### config.mk
export PLATFORM = sky130hd
export DESIGN_NAME = pe3x3_row_ctrl
export DESIGN_NICKNAME = d
export VERILOG_FILES = /design/src/rtl/pe3x3_row_ctrl_pkg.sv /design/src/rtl/pe_row_acc.sv /design/src/rtl/pe3x3_row_ctrl.sv
export SDC_FILE = /design/constraint.sdc
export NUM_CORES = 1
export LEC_CHECK = 0
export BUFFER_PORTS_ARGS = -buffer_cell sky130_fd_sc_hd__buf_4
export CAP_MARGIN = 20
export CORE_MARGIN = 4
export CORE_UTILIZATION = 47
export DETAILED_ROUTE_END_ITERATION = 10
export PLACE_DENSITY = 0.79
export SLEW_MARGIN = 10
export SYNTH_ARGS = -nofsm -noshare
export SYNTH_HDL_FRONTEND = slang
export SYNTH_SLANG_ARGS = --single-unit
### constraint.sdc
create_clock -name clk -period 4.2 [get_ports clk]
set_input_delay 0.21 -clock clk [delete_from_list [all_inputs] [get_ports clk]]
set_output_delay 0.21 -clock clk [all_outputs]
set_load 0.005 [all_outputs]
### src/rtl/pe3x3_row_ctrl_pkg.sv
// Shared constants and types for the pe3x3 row sequencer and its accumulator bank.
// Word format is Q24.8 two's complement; latencies describe the row buffer and PE pipeline.
package pe3x3_row_ctrl_pkg;

    localparam int Q_IW        = 24;
    localparam int Q_FW        = 8;
    localparam int Q_DW        = Q_IW + Q_FW;
    localparam int OUT_NUM_DEF = 9;
    localparam int ROW_AW_DEF  = 8;

    localparam logic [1:0] KY_LAST = 2'd2;
    localparam int         BUF_LAT = 1;
    localparam int         PE_LAT  = 1;

    typedef enum logic [2:0] {
        ST_IDLE,
        ST_ISSUE,
        ST_WAIT,
        ST_OUT,
        ST_DONE
    } state_e;

endpackage

### src/rtl/pe_row_acc.sv
// Bank of OUT_NUM signed accumulators; load overwrites, add sums with two's-complement wrap.
// Used to fold the three kernel-row partial sums into one output row.
module pe_row_acc
    import pe3x3_row_ctrl_pkg::*;
#(
    parameter int DW      = Q_DW,
    parameter int OUT_NUM = OUT_NUM_DEF
) (
    input  logic                  clk,
    input  logic                  rst_n,
    input  logic                  load_i,
    input  logic                  add_i,
    input  logic [OUT_NUM*DW-1:0] data_i,
    output logic [OUT_NUM*DW-1:0] acc_o
);

    logic signed [DW-1:0] acc_q [OUT_NUM];
    logic signed [DW-1:0] acc_d [OUT_NUM];

    always_comb begin
        for (int k = 0; k < OUT_NUM; k++) begin
            acc_d[k] = acc_q[k];
            if (load_i) begin
                acc_d[k] = $signed(data_i[k*DW +: DW]);
            end else if (add_i) begin
                acc_d[k] = acc_q[k] + $signed(data_i[k*DW +: DW]);
            end
        end
    end

    always_ff @(posedge clk or negedge rst_n) begin
        if (!rst_n) begin
            for (int k = 0; k < OUT_NUM; k++) begin
                acc_q[k] <= '0;
            end
        end else begin
            acc_q <= acc_d;
        end
    end

    for (genvar k = 0; k < OUT_NUM; k++) begin : g_out
        assign acc_o[k*DW +: DW] = acc_q[k];
    end

endmodule

### src/rtl/pe3x3_row_ctrl.sv
// Row sequencer for one pe3x3 PE: issues three row-buffer reads per output row, steps ky,
// folds the tagged PE results into one row and hands it downstream over valid/ready.
module pe3x3_row_ctrl
    import pe3x3_row_ctrl_pkg::*;
#(
    parameter int DW      = Q_DW,
    parameter int OUT_NUM = OUT_NUM_DEF,
    parameter int ROW_AW  = ROW_AW_DEF
) (
    input  logic                  clk,
    input  logic                  rst_n,
    input  logic                  start_i,
    input  logic [ROW_AW-1:0]     num_rows_i,
    input  logic                  cfg_united_i,
    output logic                  busy_o,
    output logic                  done_o,
    output logic                  fbuf_rd_en_o,
    output logic [ROW_AW-1:0]     fbuf_rd_addr_o,
    output logic [1:0]            wht_sel_o,
    output logic                  pe_config_o,
    input  logic [OUT_NUM*DW-1:0] pe_res_i,
    output logic                  out_valid_o,
    input  logic                  out_ready_i,
    output logic [OUT_NUM*DW-1:0] out_data_o,
    output logic [ROW_AW-1:0]     out_row_o
);

    // Tag travels alongside the read: one stage for the buffer, one for the registered PE.
    localparam int TAG_DEPTH = BUF_LAT + PE_LAT;

    state_e                       state_q, state_d;
    logic [ROW_AW-1:0]            out_row_q, out_row_d;
    logic [ROW_AW-1:0]            num_rows_q, num_rows_d;
    logic [1:0]                   ky_q, ky_d;
    logic                         cfg_q, cfg_d;
    logic                         done_q, done_d;
    logic [TAG_DEPTH-1:0]         tag_vld_q, tag_vld_d;
    logic [TAG_DEPTH-1:0][1:0]    tag_ky_q, tag_ky_d;

    logic       issue;
    logic       tag_last_vld;
    logic [1:0] tag_last_ky;
    logic       acc_load;
    logic       acc_add;
    logic       row_last;

    assign issue        = (state_q == ST_ISSUE);
    assign tag_last_vld = tag_vld_q[TAG_DEPTH-1];
    assign tag_last_ky  = tag_ky_q[TAG_DEPTH-1];
    assign acc_load     = tag_last_vld && (tag_last_ky == 2'd0);
    assign acc_add      = tag_last_vld && (tag_last_ky != 2'd0);
    assign row_last     = ((out_row_q + ROW_AW'(1)) == num_rows_q);

    always_comb begin
        tag_vld_d = {tag_vld_q[TAG_DEPTH-2:0], issue};
        tag_ky_d  = {tag_ky_q[TAG_DEPTH-2:0], (issue ? ky_q : 2'd0)};
    end

    always_comb begin
        state_d    = state_q;
        out_row_d  = out_row_q;
        num_rows_d = num_rows_q;
        ky_d       = ky_q;
        cfg_d      = cfg_q;
        done_d     = 1'b0;
        unique case (state_q)
            ST_IDLE: begin
                if (start_i) begin
                    cfg_d      = cfg_united_i;
                    num_rows_d = num_rows_i;
                    out_row_d  = '0;
                    ky_d       = 2'd0;
                    state_d    = (num_rows_i == '0) ? ST_DONE : ST_ISSUE;
                end
            end
            ST_ISSUE: begin
                if (ky_q == KY_LAST) begin
                    ky_d    = 2'd0;
                    state_d = ST_WAIT;
                end else begin
                    ky_d = ky_q + 2'd1;
                end
            end
            ST_WAIT: begin
                if (tag_last_vld && (tag_last_ky == KY_LAST)) begin
                    state_d = ST_OUT;
                end
            end
            ST_OUT: begin
                if (out_ready_i) begin
                    if (row_last) begin
                        state_d = ST_DONE;
                    end else begin
                        out_row_d = out_row_q + ROW_AW'(1);
                        ky_d      = 2'd0;
                        state_d   = ST_ISSUE;
                    end
                end
            end
            ST_DONE: begin
                done_d  = 1'b1;
                state_d = ST_IDLE;
            end
            default: state_d = ST_IDLE;
        endcase
    end

    always_ff @(posedge clk or negedge rst_n) begin
        if (!rst_n) begin
            state_q    <= ST_IDLE;
            out_row_q  <= '0;
            num_rows_q <= '0;
            ky_q       <= 2'd0;
            cfg_q      <= 1'b0;
            done_q     <= 1'b0;
            tag_vld_q  <= '0;
            tag_ky_q   <= '0;
        end else begin
            state_q    <= state_d;
            out_row_q  <= out_row_d;
            num_rows_q <= num_rows_d;
            ky_q       <= ky_d;
            cfg_q      <= cfg_d;
            done_q     <= done_d;
            tag_vld_q  <= tag_vld_d;
            tag_ky_q   <= tag_ky_d;
        end
    end

    pe_row_acc #(
        .DW      (DW),
        .OUT_NUM (OUT_NUM)
    ) u_acc (
        .clk    (clk),
        .rst_n  (rst_n),
        .load_i (acc_load),
        .add_i  (acc_add),
        .data_i (pe_res_i),
        .acc_o  (out_data_o)
    );

    // wht_sel follows the buffer stage so it meets the fetched row at the PE input.
    assign busy_o         = (state_q != ST_IDLE);
    assign done_o         = done_q;
    assign fbuf_rd_en_o   = issue;
    assign fbuf_rd_addr_o = issue ? (out_row_q + ROW_AW'(ky_q)) : '0;
    assign wht_sel_o      = tag_ky_q[BUF_LAT-1];
    assign pe_config_o    = cfg_q;
    assign out_valid_o    = (state_q == ST_OUT);
    assign out_row_o      = out_row_q;

endmodule

==> summary.md <==
| Metric | Value |
|---|---|
| Final HPWL DP | `~68000 µm` |
| Slew @ Worst Pin | `roughly 1.2 ns` |
| Total routed wirelength | `a little under 100000 µm` |
| Clock root buffer master | `clkbuf_16` |
| Clock tree sinks | `317` |
| First-pass GRT wire length | `155000 µm` |
| Die area | `approximately 0.063 mm²` |
| Worst EP required | `roughly 4.6 ns` |
| Power density over the cells | `875 mW/mm²` |
| Pre-CTS setup slack | `0.817 ns` |
| Clock-pin slew on the worst setup and hold paths | `~0.06 ns` |
| Via/cell ratio | `5.95` |
| Final net count | `a little under 5000` |
| Hold Crit Start | `pe_res_i[233]` |
| RSZ-0062 raised after global routing | `no` |
| Die width | `between 200 and 300 µm` |
| Post-synth EDFFs | `0` |
| Multi-input logic area | `~0.019 mm²` |
| Yosys reg bits | `~320` |
| Library cells used by synthesis | `between 90 and 100` |
| Synthesis Warnings | `0` |
| Worst setup SP type | `register` |
| Number of core rows | `88` |
| Overflow after GRT | `0` |
| Fillers | `between 4000 and 5000` |
| Die Height | `between 200 and 300 µm` |
| FF+latch area | `roughly 0.008 mm²` |
| Critical path's slowest cell | `or4b_1` |
| Post-Syn Area | `0.0275 mm²` |
| Via Count | `approximately 30000` |
| Critical Path Start | `u_acc.acc_o[128]` |
| CP max FO | `4` |
| Worst vdd ir | `about 1000 µV` |
| Number of antenna violations at the first check in global routing | `11` |
| Maximum single-stage delay on the critical path | `about 0.5 ns` |
| Worst hold slack | `0.0309 ns` |
| Status | `finished, final reports clean` |
| Fmax | `289 MHz` |
| Largest area contributor in the netlist | `dfrtp_1` |
| Final Hold Fails | `0` |
| Total of max-cap violations | `0` |
| Post-synth ARST share | `1.00` |
| Clk_lat worst skew | `around 0.57 ns` |
| Seq/Total Area, Yosys | `0.288` |
| Reg2reg path depth | `12` |
| H-tree depth | `2` |
| Post-synth top flop | `dfrtp_1` |
| Initial Util | `0.476` |
| Core Box Area | `0.0578 mm²` |
| Vias in the first global route | `around 29000` |
| Slew margin rel. | `0.226` |
| Pleak | `approximately 17 nW` |
| Mean Syn Cell Area | `a little over 8 µm²` |
| CP Depth | `12` |
| Drt drc | `0` |
| Tot Pwr | `0.0324 W` |
| GR Util All Layers | `0.296` |
| Num ports | `612` |
| DRT Pass-1 Iters | `6` |
| Tcrit/Tclk final | `0.825` |
| Max Root-Sink Buffers | `3` |
| PostCTS Resize Cnt | `0` |
| Fraction of layout cells with a size suffix above 1 | `0.180` |
| Placer Congestion | `roughly 0.94` |
| IO buf count | `approximately 610` |
| Detailed-route wire length per cell | `around 19 µm` |
| Clk_skew | `between 0.015 and 0.02 ns` |
| Worst Path Arrival | `3.90 ns` |
| Final setup viols | `0` |
| Final TNS setup | `0 ns` |
| Final Worst Setup Slack | `~0.73 ns` |
| Synth area leaders | `dfrtp_1 (29%), ha_1 (13%), a21oi_1 (8.7%)` |
| CTS tree | `yes` |
| CP cell instances | `ha_1, fa_1, a21oi_2, o21bai_2, a2111oi_4, nor4b_1, nor3_2, nor3_1, or4b_1, a31oi_1, xor2_1, o21ai_1` |
| Routed Antenna Nets | `0` |
| Syn Nets | `between 4000 and 5000` |
| Cells after Synth | `3418` |
| Tmin final | `roughly 3.5 ns` |
| Iter 0 DRT Violations | `2228` |
| Worst Hold Path Cells | `3` |
| CP Capture Type | `register` |
| Top delay family on crit path | `simple AND/OR/NAND/NOR gates` |
| Hold Crit Class | `input pin to register` |
| Num CTS Buffers | `a little over 40` |
| Buf/Inv on CP | `0` |
| Setup Fix Bufs, Post-CTS | `0` |
| Largest net degree at the start of global routing | `197` |
| Final Core Density | `0.641` |
| Fin. max-slew vios | `0` |
| Crit Path Class | `register to register` |
| Worst R2R Start | `u_acc.acc_o[128]` |
| P&R area growth vs syn | `34.6%` |
| Synth top area share | `0.288` |
-- synth_stat cells, types with 35 or more instances --
cell type	count
a22oi_1	45
xor2_1	114
dfrtp_1	317
a211oi_1	42
nand3_1	67
nor2_1	461
nand4_1	35
a21oi_1	476
nand2_1	308
ha_1	282
a21o_1	121
o21ai_0	186
and3_1	37
a31oi_1	102
xnor2_1	138
o21a_1	36
nor3_1	40
inv_1	62
clkbuf_1	142
-- logic make-up after synthesis --
kind of cell               after synthesis  share of synthesized area
AOI/OAI and AO/OA                     1225                      0.280
xor gates and xnor gates               252                     0.0802
adders and majority gates              292                      0.135
buffers and inverters                  214                     0.0296
DFF                                    317                      0.288
muxes                                   27                     0.0107
and+or+nand+nor                       1091                      0.176
-- cell type report --
| cell class | count | area share |
|---|---|---|
| clock buffers | 60 | 0.0329 |
| diodes | 12 | 0.000810 |
| multi-input cells | 2887 | 0.507 |
| well taps | 765 | 0.0258 |
| flip-flops and latches | 317 | 0.214 |
| inverters | 62 | 0.00635 |
| repair buffers | 917 | 0.208 |
| clock inverters | 12 | 0.00442 |
-- path summary, 6_finish.rpt --
path	end	slack (ns)
worst min register to register	tag_vld_q[1]	0.35
max in group asynchronous	u_acc.acc_o[72]	2.86
min in group asynchronous	u_acc.acc_o[201]	0.31
worst min-delay path	u_acc.acc_o[233]	0.03
worst max-delay path	u_acc.acc_o[158]	0.73
worst max register to register	u_acc.acc_o[158]	0.73
-- through the flow --
step                      area (µm²)  cells
final                          37100   5032
after CTS                      37000   5020
after global routing           37000   5028
after floorplan                27500   3418
after global placement         32700   4658
after detailed placement       32700   4658
-- cells in the final DEF, fill, tap and decap left out, drive strengths merged, types with 114 or more instances in the layout --
cell and count:
buf 627, a21oi 478, nor2 461, dfrtp 317, nand2 308, dlygate4sd3 290, ha 282, o21ai 195
xnor2 138, a21o 121, xor2 114
-- sequential cells by signal, indices dropped and copies added (netlist names) --
register and flops:
state_q 3, ky_q 2, out_row_o 8, tag_vld_q 2
wht_sel_o 2, pe_config_o 1, tag_last_ky 2, u_acc.acc_o 288
done_o 1, num_rows_q 8
-- repair_timing --
item	4_1_cts	5_1_grt
hold buffers	290	0
endpoints found under the hold margin	386	0
setup endpoints to repair	0	0
-- metal layers --
| metal | global-route usage | wire length (µm) |
|---|---|---|
| met5 | 0 | 23 |
| met4 | 0.153 | 5980 |
| met3 | 0.0636 | 7480 |
| met2 | 0.493 | 45300 |
| met1 | 0.360 | 38600 |
-- where the power goes --
part | switching, W | total (W) | internal (W)
Combinational | 0.0126 | 0.0225 | 0.00985
Sequential | 0.00154 | 0.00626 | 0.00472
Clock | 0.00147 | 0.00372 | 0.00225
Total | 0.0156 | 0.0324 | 0.0168
-- worst reg2reg max path, stage by stage, from the launching register on --
cell and delay, ns:
dfrtp_1 0.40, ha_1 0.23, fa_1 0.42, a21oi_2 0.17
o21bai_2 0.11, a2111oi_4 0.47, nor4b_1 0.15, nor3_2 0.33
nor3_1 0.12, or4b_1 0.50, a31oi_1 0.20, xor2_1 0.16
o21ai_1 0.07
(Power assumes the default switching activity.)
